<file path="src/rtl/cl_conveyer_pkg.sv">
// Shared constants and helpers for the priority conveyer stage.
package cl_conveyer_pkg;

  // Output skid buffer depth and the width of its occupancy count.
  localparam int unsigned SKID_DEPTH = 2;
  localparam int unsigned SKID_CNT_W = 2;

  // Ceiling log2 that never returns less than 1, so tags stay legal for N_IN==1.
  function automatic int unsigned clog2_min1(input int unsigned n);
    int unsigned r;
    r = 0;
    for (int i = 0; i < 32; i++) begin
      if ((32'd1 << i) < n) r = 32'(i) + 32'd1;
    end
    return (r == 0) ? 32'd1 : r;
  endfunction

endpackage

</file>
<file path="src/rtl/cl_conveyer_skid_buf.sv">
// Two-entry output FIFO; the head entry drives the registered output port.
module cl_conveyer_skid_buf
  import cl_conveyer_pkg::*;
#(
  parameter type         T    = logic [7:0],
  parameter int unsigned ID_W = 1
) (
  input  logic                  clock_i,
  input  logic                  reset_i,
  input  logic                  i_push,
  input  T                      i_data,
  input  logic [ID_W-1:0]       i_id,
  input  logic                  i_pop_rdy,
  output logic [SKID_CNT_W-1:0] o_count,
  output logic                  o_valid,
  output T                      o_data,
  output logic [ID_W-1:0]       o_id
);

  T                      r_head_data;
  logic [ID_W-1:0]       r_head_id;
  T                      r_tail_data;
  logic [ID_W-1:0]       r_tail_id;
  logic [SKID_CNT_W-1:0] r_count;
  logic                  r_valid;
  logic                  w_pop;

  assign w_pop = r_valid & i_pop_rdy;

  // Push/pop bookkeeping; head always holds the oldest entry.
  always_ff @(posedge clock_i or posedge reset_i) begin
    if (reset_i) begin
      r_head_data <= '0;
      r_head_id   <= '0;
      r_tail_data <= '0;
      r_tail_id   <= '0;
      r_count     <= '0;
      r_valid     <= 1'b0;
    end else begin
      case (r_count)
        SKID_CNT_W'(0): begin
          if (i_push) begin
            r_head_data <= i_data;
            r_head_id   <= i_id;
            r_count     <= SKID_CNT_W'(1);
            r_valid     <= 1'b1;
          end
        end
        SKID_CNT_W'(1): begin
          if (i_push && w_pop) begin
            r_head_data <= i_data;
            r_head_id   <= i_id;
          end else if (i_push) begin
            r_tail_data <= i_data;
            r_tail_id   <= i_id;
            r_count     <= SKID_CNT_W'(2);
          end else if (w_pop) begin
            r_count <= SKID_CNT_W'(0);
            r_valid <= 1'b0;
          end
        end
        default: begin
          // Full: the caller never pushes without a pop here, but keep it safe.
          if (w_pop) begin
            r_head_data <= r_tail_data;
            r_head_id   <= r_tail_id;
            if (i_push) begin
              r_tail_data <= i_data;
              r_tail_id   <= i_id;
            end else begin
              r_count <= SKID_CNT_W'(1);
            end
          end
        end
      endcase
    end
  end

  assign o_count = r_count;
  assign o_valid = r_valid;
  assign o_data  = r_head_data;
  assign o_id    = r_head_id;

endmodule

</file>
<file path="src/rtl/cl_conveyer_prio_n.sv">
// N-input priority merge onto one conveyer lane with aging and a 2-entry skid output.
module cl_conveyer_prio_n
  import cl_conveyer_pkg::*;
#(
  parameter type         T            = logic [7:0],
  parameter int unsigned N_IN         = 2,
  parameter int unsigned STARVE_LIMIT = 4,
  parameter int unsigned ID_W         = clog2_min1(N_IN)
) (
  input  logic            clock_i,
  input  logic            reset_i,
  input  T                in_tdata  [N_IN],
  input  logic [N_IN-1:0] in_tvalid,
  output logic [N_IN-1:0] in_tready,
  output T                out_tdata,
  output logic [ID_W-1:0] out_tid,
  output logic            out_tvalid,
  input  logic            out_tready
);

  localparam int unsigned CNT_W = clog2_min1(STARVE_LIMIT + 1);

  logic [1:0]            r_rst_q;
  logic                  w_rst;
  logic [SKID_CNT_W-1:0] w_count;
  logic                  w_space;
  logic [N_IN-1:0]       w_starving;
  logic                  w_gnt_vld;
  logic [ID_W-1:0]       w_gnt_idx;
  logic                  w_accept;

  // Reset asserts immediately and releases on a clock edge.
  always_ff @(posedge clock_i or posedge reset_i) begin
    if (reset_i) r_rst_q <= 2'b11;
    else         r_rst_q <= {r_rst_q[0], 1'b0};
  end

  assign w_rst = r_rst_q[1];

  // Space is taken from the registered count only, so out_tready never reaches in_tready.
  assign w_space  = (w_count < SKID_CNT_W'(SKID_DEPTH)) && !w_rst;
  assign w_accept = w_gnt_vld & w_space;

  // Lowest-index starving channel wins; otherwise lowest-index valid channel.
  always_comb begin
    w_gnt_vld = 1'b0;
    w_gnt_idx = '0;
    for (int i = int'(N_IN) - 1; i >= 0; i--) begin
      if (in_tvalid[i]) begin
        w_gnt_vld = 1'b1;
        w_gnt_idx = ID_W'(i);
      end
    end
    if (|w_starving) begin
      for (int i = int'(N_IN) - 1; i >= 0; i--) begin
        if (w_starving[i]) w_gnt_idx = ID_W'(i);
      end
    end
  end

  // One-hot ready towards the granted channel only.
  always_comb begin
    in_tready = '0;
    if (w_accept) in_tready[w_gnt_idx] = 1'b1;
  end

  generate
    if (STARVE_LIMIT != 0) begin : g_age
      logic [CNT_W-1:0] r_wait_cnt [N_IN];

      // Count foreign grants seen while waiting; clear on own grant or when idle.
      always_ff @(posedge clock_i or posedge w_rst) begin
        if (w_rst) begin
          for (int i = 0; i < int'(N_IN); i++) r_wait_cnt[i] <= '0;
        end else if (w_accept) begin
          for (int i = 0; i < int'(N_IN); i++) begin
            if (w_gnt_idx == ID_W'(i)) begin
              r_wait_cnt[i] <= '0;
            end else if (in_tvalid[i]) begin
              if (r_wait_cnt[i] != CNT_W'(STARVE_LIMIT))
                r_wait_cnt[i] <= r_wait_cnt[i] + CNT_W'(1);
            end else begin
              r_wait_cnt[i] <= '0;
            end
          end
        end
      end

      // A waiting channel that has hit the limit forces its way in.
      always_comb begin
        for (int i = 0; i < int'(N_IN); i++)
          w_starving[i] = in_tvalid[i] && (r_wait_cnt[i] == CNT_W'(STARVE_LIMIT));
      end
    end else begin : g_no_age
      assign w_starving = '0;
    end
  endgenerate

  cl_conveyer_skid_buf #(
    .T    (T),
    .ID_W (ID_W)
  ) u_skid (
    .clock_i   (clock_i),
    .reset_i   (w_rst),
    .i_push    (w_accept),
    .i_data    (in_tdata[w_gnt_idx]),
    .i_id      (w_gnt_idx),
    .i_pop_rdy (out_tready),
    .o_count   (w_count),
    .o_valid   (out_tvalid),
    .o_data    (out_tdata),
    .o_id      (out_tid)
  );

endmodule

</file>
<file path="config.mk">
export PLATFORM = sky130hd
export DESIGN_NAME = cl_conveyer_prio_n
export DESIGN_NICKNAME = d
export VERILOG_FILES = /design/src/rtl/cl_conveyer_pkg.sv /design/src/rtl/cl_conveyer_skid_buf.sv /design/src/rtl/cl_conveyer_prio_n.sv
export SDC_FILE = /design/constraint.sdc
export NUM_CORES = 1
export LEC_CHECK = 0
export ABC_CLOCK_PERIOD_IN_PS = 1850
export CORE_UTILIZATION = 48
export CTS_BUF_LIST = sky130_fd_sc_hd__clkbuf_4
export CTS_CLUSTER_SIZE = 12
export DETAILED_ROUTE_END_ITERATION = 16
export PLACE_DENSITY = 0.78
export SYNTH_ARGS = -nofsm -noshare
export SYNTH_HDL_FRONTEND = slang
export SYNTH_SLANG_ARGS = --single-unit
</file>
<file path="constraint.sdc">
create_clock -name clock_i -period 1.85 [get_ports clock_i]
set_clock_uncertainty 0.15 [all_clocks]
set_input_delay 0.2775 -clock clock_i [delete_from_list [all_inputs] [get_ports clock_i]]
set_output_delay 0.2775 -clock clock_i [all_outputs]
set_load 0.01 [all_outputs]
</file>
; ---- Word level (Yosys, flattened, before mapping)
; Index checks and enable logic that the tools add are counted.
[classes]
bitwise_logic = 4
n_eq_ne = 14
addsub = 2
reduce_logical = 17
n_mux = 46
magnitude_cmp = 4
[op_table]
columns = operator, n
row1 = 8-bit 2-to-1 mux, 9
row2 = 8-bit one-hot mux with 2 select lines, 2
row3 = 3-bit 2-to-1 mux, 6
row4 = 1-bit 2-to-1 mux, 17
row5 = 2-bit 2-to-1 mux, 7
row6 = "3-bit != test, second input constant", 4
row7 = 5-bit AND reduction, 2
row8 = "3-bit by 1-bit adder with 3-bit output, second input constant", 2
row9 = "3-bit == test, second input constant", 2
row10 = "2-bit by 1-bit != test with 1-bit output, second input constant", 3
row11 = "3-bit by 1-bit != test with 1-bit output, second input constant", 2
row12 = 1-bit one-hot mux with 2 select lines, 3
row13 = 3-bit AND reduction, 2
row14 = 1-bit logical AND, 5
row15 = "2-bit != test, second input constant", 2
row16 = 2-bit one-hot mux with 2 select lines, 1
row17 = 2-bit AND reduction, 2
row18 = 2-bit nonzero test, 2
row19 = 3-bit nonzero test, 1
row20 = 1-bit bitwise AND, 2
row21 = "2-bit by 1-bit == test with 1-bit output, second input constant", 1
row22 = "2-bit >= comparator, second input constant", 1
row23 = 2-bit zero test, 1
row24 = "1-bit by 2-bit < comparator with 1-bit output, second input constant", 1
row25 = other kinds (7), 7
[totals]
wordCells = 96
reg_bits = 29
output_inout_bits = 12

; ---- Logic depth before layout (Yosys ltp)
; Gate-level depths: netlist of run 1.
[depth]
depth_word = 12
depth_mapped = 8
mapped_depth_nobuf = 6

; ---- Modules after synthesis
; From an unflattened synthesis of run 1, not the netlist that was laid out.
[hier_totals]
cells_unflattened = 160
hier_area_um2 = 1687.9
[by_module_without_submodules]
columns = module, area_each_um2, n_inst, cells_each
row1 = cl_conveyer_skid_buf, 1083.5, 1, 98
row2 = cl_conveyer_prio_n, 604.3, 1, 62

; ---- Least setup slack after synthesis of run 1
; OpenSTA, ideal clock, no wires.
[synth_timing]
path_type = reg2out
from = reg g_age.r_wait_cnt[0] (netlist name)
to = out in_tready[0]
t_arrival_ps = 1420
path_buffers = 1
path_slack_ps = 2
stages_incl_launch_ff = 8
cell_sequence = dfrtp_1 inv_1 ha_1 and2_4 buf_6 a21bo_2 and2_1 nor2_1
[synth_between]
elab_chain_cells = 10
word_cells_on_any_way = 12
cone_classes = 2 x order compare / 1 x eq/ne / 6 x mux / 3 x reduce/logical
[synth_rtl]
columns = element, line
row1 = start: declaration, cl_conveyer_prio_n.sv:69  ; logic [CNT_W-1:0] r_wait_cnt [N_IN];
row2 = start signal: indexed assignment, cl_conveyer_prio_n.sv:81  ; r_wait_cnt[i] <= r_wait_cnt[i] + CNT_W'(1);
row3 = 3-bit == test (*), cl_conveyer_prio_n.sv:92  ; w_starving[i] = in_tvalid[i] && (r_wait_cnt[i] == CNT_W'(STARVE_LIMIT));
row4 = 1-bit logical AND (*), cl_conveyer_prio_n.sv:92
row5 = 1-bit 2-to-1 mux (2 in series), cl_conveyer_prio_n.sv:56  ; if (w_starving[i]) w_gnt_idx = ID_W'(i);
row6 = 1-bit 2-to-1 mux (*), cl_conveyer_prio_n.sv:54  ; if (|w_starving) begin
row7 = 1-bit by 2-bit < comparator with 1-bit output (implied by the code) or 1-bit >= comparator (tied branches), cl_conveyer_prio_n.sv:64  ; if (w_accept) in_tready[w_gnt_idx] = 1'b1;
row8 = 1-bit logical AND (implied by the code), cl_conveyer_prio_n.sv:64
row9 = 1-bit 2-to-1 mux (implied by the code), cl_conveyer_prio_n.sv:64
row10 = 1-bit demux with 1-bit select (*), cl_conveyer_prio_n.sv:64
row11 = 2-bit 2-to-1 mux (*), cl_conveyer_prio_n.sv:64
row12 = end: declaration, cl_conveyer_prio_n.sv:14  ; output logic [N_IN-1:0] in_tready,
; Every way passes the cells marked *; elsewhere a longest branch is shown, timed or not.

; ---- Worst setup path in the final report of run 1
; Same ends and word-level chain as after synthesis.

==> results of run 1 <==
-- cells in the final DEF (no fill, tap or decap), types with 3 or more instances in the layout --
| cell | synthesis | final |
|---|---|---|
| clkinv_1 | 1 | 3 |
| o21ai_0 | 9 | 9 |
| a21oi_1 | 9 | 9 |
| a311oi_1 | 8 | 8 |
| o211ai_1 | 8 | 8 |
| clkbuf_4 | 0 | 5 |
| buf_4 | 2 | 34 |
| nand3_1 | 12 | 12 |
| nand2_1 | 15 | 15 |
| a31oi_1 | 9 | 7 |
| clkdlybuf4s50_1 | 0 | 30 |
| nand4_1 | 3 | 3 |
| nor2_2 | 2 | 3 |
| nor2_1 | 10 | 9 |
| inv_1 | 16 | 15 |
| dfrtp_1 | 27 | 27 |
-- logic make-up (layout without fill, tap and decap cells) --
kind of cell	count (synthesis)	after routing	synth area share (%)
muxes	3	3	2.17
AOI/OAI and AO/OA	52	52	22.5
other	1	1	0.232
adders and majority gates	4	4	3.10
and+or+nand+nor	55	55	17.8
buffers and inverters	30	91	9.14
DFF	29	29	45.1
-- worst reg2reg max path, delay by kind of cell, from the launching register on --
| kind | cells | cell delay, ns |
|---|---|---|
| AOI/OAI and AO/OA | 3 | 0.48 |
| buffers and inverters | 2 | 0.32 |
| DFF | 1 | 0.54 |
| and+or+nand+nor | 1 | 0.17 |
-- registers in the layout, indices dropped and copies added (netlist names) --
register / count
u_skid.r_tail_data: 8
u_skid.r_tail_id: 1
g_age.r_wait_cnt: 6
u_skid.o_count: 2
u_skid.o_valid: 1
u_skid.o_id: 1
u_skid.o_data: 8
r_rst_q: 2
-- synth_stat cells (2+ instances only) --
library cell,count
a21oi_1,9
a21oi_2,2
a311oi_1,8
a31oi_1,9
and2_1,2
buf_2,4
buf_4,2
buf_6,3
clkbuf_1,4
dfrtp_1,27
dfstp_2,2
ha_1,4
inv_1,16
mux2i_1,2
nand2_1,15
nand2b_1,2
nand3_1,12
nand4_1,3
nor2_1,10
nor2_2,2
nor2b_1,2
o211ai_1,8
o21ai_0,9
o22ai_1,2
-- power by group --
| part | internal (µW) | switching, µW | total (µW) |
|---|---|---|---|
| registers | 869 | 143 | 1010 |
| clock network | 137 | 219 | 356 |
| logic | 593 | 540 | 1130 |
| total | 1600 | 902 | 2500 |
-- per-stage QoR --
stage          instances  util [%]  setup WS [ns]  hold WS [ns]  total power, µW
2_1_floorplan        174         -        0.00247        0.0390             1580
3_3_place_gp         269      68.6         -0.340         0.190             2040
3_5_place_dp         269      68.6         -0.376         0.198             2110
4_1_cts              279      70.8         -0.212         0.104             2480
5_1_grt              279      71.6         -0.256         0.131             2680
6_report             279      71.6         -0.175         0.117             2500
-- timing repair --
action	in CTS	in global routing
pin swaps	4	5
setup buffers	2	1
resized for setup	11	6
setup endpoints to repair	2	7
-- routing by layer --
layer / global-route usage [%] / vias up / wire length, µm
li1: - / 736 / -
met1: 26.8 / 757 / 1660
met2: 48.6 / 49 / 2170
met3: 7.79 / 20 / 190
met4: 16.6 / 0 / 143
met5: 0 / - / 0
-- final cells by class --
| type | instances | area, µm² | area share (%) |
|---|---|---|---|
| clock buffers | 5 | 37.5 | 1.68 |
| inverters | 17 | 63.8 | 2.85 |
| flip-flops and latches | 29 | 728 | 32.5 |
| well taps | 44 | 55.1 | 2.46 |
| repair buffers | 66 | 566 | 25.2 |
| multi-input cells | 115 | 778 | 34.7 |
| clock inverters | 3 | 12.5 | 0.558 |
-- worst max-delay path by stage --
stage / start / slack (ns) / depth (start not counted) / endpoint
after floorplan: g_age.r_wait_cnt[0]$_DFFE_PP0P_ / 0.002 / 7 / in_tready[0]
after global placement: in_tvalid[0] / -0.34 / 5 / in_tready[0]
after detailed placement: in_tvalid[0] / -0.38 / 5 / in_tready[0]
after CTS: g_age.r_wait_cnt[0]$_DFFE_PP0P_ / -0.21 / 7 / in_tready[0]
after global routing: g_age.r_wait_cnt[1]$_DFFE_PP0P_ / -0.26 / 7 / in_tready[0]
final: g_age.r_wait_cnt[0]$_DFFE_PP0P_ / -0.18 / 7 / in_tready[0]
==> run_results.csv, run 1 <==
group,metric,value,unit
critical_path,cp_max_fo,4,
synthesis,async_reset_ff_share,100,%
cts,clk_pin_slew_worst_paths,0.09,ns
sta,hold_viol_final,0,
detailed_routing,vias,1562,
critical_path,regToRegStartpoint,"r_rst_q[1]$_DFF_PP1_",
sta,setup_slack,-0.175,ns
synthesis,syn_inst,174,
floorplan,rows,20,
placement,place.gp.congestion,0.891,
pwr,ir_drop,0.000723,V
synthesis,synth_edf_count,0,
detailed_routing,drtIter0Drc,64,
floorplan,ios,33,
critical_path,cp_common_cell,"and2_4",
detailed_routing,wl_per_cell,14.9,µm
pwr,static-leakage-power,0.000977,µW
floorplan,core-area,0.00313,mm²
synthesis,dominantRegCellSynth,"dfrtp_1",
detailed_routing,first_pass_iters,4,
synthesis,yosysSeqAreaShare,45.1,%
synthesis,synth_top_area_share,41.8,%
floorplan,die_h,60.0,µm
global_route,grt_pass1_vias,1688,
critical_path,rr_endpoint,"u_skid.o_data[5]$_DFFE_PP0P_",
final_layout,antennaDiodeCount,0,
floorplan,die_area,0.00360,mm²
sta,rsz0062_at_grt,"yes",
critical_path,reg2reg_depth,6,
outcome,failed_checks,"negative setup slack",
critical_path,slowest_stage,"dfrtp_1",
synthesis,netlist_area,0.00162,mm²
cts,cts_tree,"done",
detailed_routing,antenna_left,0,
sta,setup_viol,2,
final_layout,areaGrowthSynthToFinish,38.7,%
synthesis,synthTopCellsByArea,"dfrtp_1 (42%), a311oi_1 (4.3%), nand3_1 (3.7%), inv_1 (3.7%), o211ai_1 (3.7%)",
global_route,overflow,0,
global_route,grt_pass1_wl,6960,µm
critical_path,required,1.42,ns
synthesis,syn_nets,199,
sta,min_period_over_period,109,%
cts,htree_levels,2,
cts,cts_buffers,5,
synthesis,yosysWarnings,0,
pwr,p_per_area,1120,mW/mm²
detailed_routing,vias_per_cell,5.60,
synthesis,synth_top_area_cell,"dfrtp_1",
outcome,status,"finished, violations left",
cts,clkSinkCount,29,
final_layout,nets,259,
cts,cts_buffer_depth,2,
sta,fmax,494,MHz
cts,clockRootBuffer,"clkbuf_4",
global_route,antenna_found_initial,0,
critical_path,cp.buffers_inverters,2,
sta,setup_tns,-0.306,ns
synthesis,avgSynthCellArea,9.28,µm²
floorplan,start_util,51.6,%
critical_path,crit_family,"flip-flops",
final_layout,nFillCells,260,
sta,post-route-min-period,2.03,ns
synthesis,yosysUniqueCellTypes,39,
critical_path,slowest_delay,0.37,ns
final_layout,postLayoutCellArea,0.00224,mm²
final_layout,drive_gt1_share,26.8,%
critical_path,endpoint_kind,"primary output",
global_route,grt_max_degree,28,
critical_path,crit_arrival,1.60,ns
synthesis,ys_seq_elements,29,
cts,insertion_delay,0.33,ns
critical_path,path_class,"reg2out",
critical_path,start_kind,"flip-flop",
detailed_routing,wl,4170,µm
sta,slew_viol_final,0,
global_route,track_usage,26.9,%
floorplan,die_w,60.0,µm
hold_path,min_path_type,"in2async",
placement,dp_hpwl,3070,µm
critical_path,cp_cell_sequence,"inv_2, ha_4, and2_4, a21bo_4, and2_4, nor2_2, buf_2",
run,drv_cap,0,
critical_path,reg2reg_setup_slack,0.08,ns
cts,hold_buffers,0,
detailed_routing,drc_errors,0,
placement,port_buffers,32,
placement,dpl_cell_area,0.00215,mm²
No activity file was read; power rests on OpenSTA's default activity.
==> run 2: changes to the inputs <==
Settings changed: CORE_UTILIZATION 48 to 40, PLACE_DENSITY 0.78 to 0.67.
==> run 2 against run 1 <==
Against the previous run:
- the run still ends with negative setup slack left
- setup slack got worse by 0.011 ns
- die area rose by 19%
- non-clock buffer count fell by 3
- register-to-register slack got worse by 0.05 ns
- combinational power hardly changed
- wire length fell by 4.8%
- utilization shrank 12 points
- total power up 0.27%
- critical path type unchanged
==> run_results.csv, run 2 (same netlist as run 1, synthesis figures left out) <==
group,metric,value,unit
final_layout,regArea,728,µm²
global_route,grt_max_degree,28,
placement,dpl_cell_area,0.00212,mm²
cts,clk_pin_slew_worst_paths,0.08,ns
final_layout,areaGrowthSynthToFinish,39.0,%
final_layout,antennaDiodeCount,0,
floorplan,ios,33,
detailed_routing,drtIter0Drc,83,
detailed_routing,drc_errors,0,
critical_path,cp.buffers_inverters,2,
pwr,seqPwrFrac,40.2,%
final_layout,mostFrequentLayoutCells,"clkdlybuf4s50_1 (29), buf_4 (29), dfrtp_1 (27), inv_1 (15), nand2_1 (15)",
cts,cts_buffers,5,
cts,insertion_delay,0.33,ns
critical_path,crit_family,"flip-flops",
critical_path,cp_max_fo,3,
placement,port_buffers,32,
critical_path,cp_common_cell,"and2_4",
floorplan,die_h,65.5,µm
critical_path,crit_arrival,1.61,ns
global_route,overflow,0,
placement,dp_cells,269,
critical_path,required,1.42,ns
floorplan,die_w,65.5,µm
detailed_routing,vias_per_cell,5.39,
hold_path,min_path_type,"in2async",
placement,dp_hpwl,2930,µm
pwr,ir_drop,0.000602,V
cts,cts_tree,"done",
critical_path,start_kind,"flip-flop",
final_layout,nFillCells,317,
pwr,comb_power_share,44.7,%
sta,fmax,491,MHz
sta,slew_viol_final,0,
placement,dp_slack,-0.375,ns
detailed_routing,vias,1509,
pwr,clkPwrFrac,15.1,%
sta,whs,0.114,ns
outcome,failed_checks,"negative setup slack",
global_route,grt_pass1_wl,6660,µm
final_layout,drive_gt1_share,27.2,%
pwr,static-leakage-power,0.000979,µW
sta,post-route-min-period,2.04,ns
final_layout,multi_input_area,785,µm²
sta,setup_tns,-0.327,ns
pwr,switchingPower,887,µW
final_layout,fin_cells,280,
critical_path,slowest_delay,0.38,ns
detailed_routing,antenna_left,0,
floorplan,core-area,0.00377,mm²
pwr,p_int,1620,µW
detailed_routing,wl,3970,µm
sta,hold_viol_final,0,
global_route,antenna_found_initial,0,
final_layout,postLayoutCellArea,0.00224,mm²
cts,cts_buffer_depth,2,
critical_path,cp_cell_sequence,"inv_2, ha_4, and2_4, a21bo_4, and2_4, nor2_2, buf_2",
outcome,status,"finished, violations left",
global_route,grt_pass1_vias,1556,
cts,htree_levels,2,
sta,setup_slack,-0.186,ns
floorplan,die_area,0.00430,mm²
sta,min_period_over_period,110,%
global_route,track_usage,20.5,%
detailed_routing,first_pass_iters,4,
run,drv_cap,0,
critical_path,slowest_stage,"dfrtp_1",
cts,clkSinkCount,29,
pwr,swShare,35.4,%
detailed_routing,wl_per_cell,14.2,µm
floorplan,rows,22,
critical_path,endpoint_kind,"primary output",
cts,clockRootBuffer,"clkbuf_4",
final_layout,nets,256,
critical_path,path_class,"reg2out",
pwr,p_per_area,1120,mW/mm²
sta,setup_viol,2,
sta,rsz0062_at_grt,"yes",
floorplan,start_util,42.8,%
placement,place.gp.congestion,0.805,
==> run 2: cell count changes in the layout (fill, tap and decap cells not counted) <==
| cell | before | now |
|---|---|---|
| buf_4 | 34 | 29 |
| buf_6 | 0 | 2 |
| clkinv_1 | 3 | 1 |
| a311oi_1 | 8 | 7 |
| a311oi_2 | 0 | 1 |
| clkbuf_4 | 5 | 6 |
| clkdlybuf4s50_1 | 30 | 29 |
| clkinv_2 | 1 | 2 |
| dlymetal6s2s_1 | 0 | 1 |
==> run 2: routing by layer <==
layer	routed length (µm)	global-route usage [%]	vias to the layer above	share of wire (%)
met3	260	6.25	5	6.6
met1	1660	23.5	717	42
met4	40	7.61	0	1.0
li1	-	-	727	-
met2	2010	35.6	60	51
met5	0	0	-	0
==> run 2: cell type report <==
cell class / count / share of cell area [%]
clock buffers: 6 / 2.01
clock inverters: 2 / 0.446
inverters: 17 / 2.84
multi-input cells: 115 / 34.9
flip-flops and latches: 29 / 32.4
well taps: 48 / 2.68
repair buffers: 63 / 24.6
==> run 2: power by group through the flow <==
stage	Clock (µW)	Sequential, µW	Combinational [µW]
floorplan	0	1050	534
global placement	0	1000	1030
detailed placement	0	1020	1060
CTS	395	1000	1080
global route	426	1030	1240
finish	380	1010	1120
==> run 2: stage by stage <==
step,power [µW],util [%]
4_1_cts,2480,58.3
5_1_grt,2700,59.5
3_5_place_dp,2080,56.3
6_report,2510,59.5
2_1_floorplan,1580,-
3_3_place_gp,2030,56.3
==> run 2: worst paths after layout <==
path	slack, ns	cells past startpoint	to	from
setup reg to reg	0.03	8	u_skid.r_tail_id$_DFFE_PP0P_	g_age.r_wait_cnt[0]$_DFFE_PP0P_
hold reg to reg	0.18	2	g_age.r_wait_cnt[4]$_DFFE_PP0P_	r_rst_q[1]$_DFF_PP1_
max in group asynchronous	1.10	2	g_age.r_wait_cnt[5]$_DFFE_PP0P_	r_rst_q[1]$_DFF_PP1_
setup / recovery	-0.19	7	in_tready[0]	g_age.r_wait_cnt[0]$_DFFE_PP0P_
min in group clock_i	0.21	0	r_rst_q[1]$_DFF_PP1_	r_rst_q[0]$_DFF_PP1_
hold / removal	0.11	2	r_rst_q[0]$_DFF_PP1_	reset_i
==> run 2: repair_timing <==
action,4_1_cts,5_1_grt
buffers inserted,2,3
setup endpoints to repair,3,18
endpoints found under the hold margin,0,0
pin swaps,2,6
cloned,0,0
hold buffers,0,0
gates resized for setup,13,8
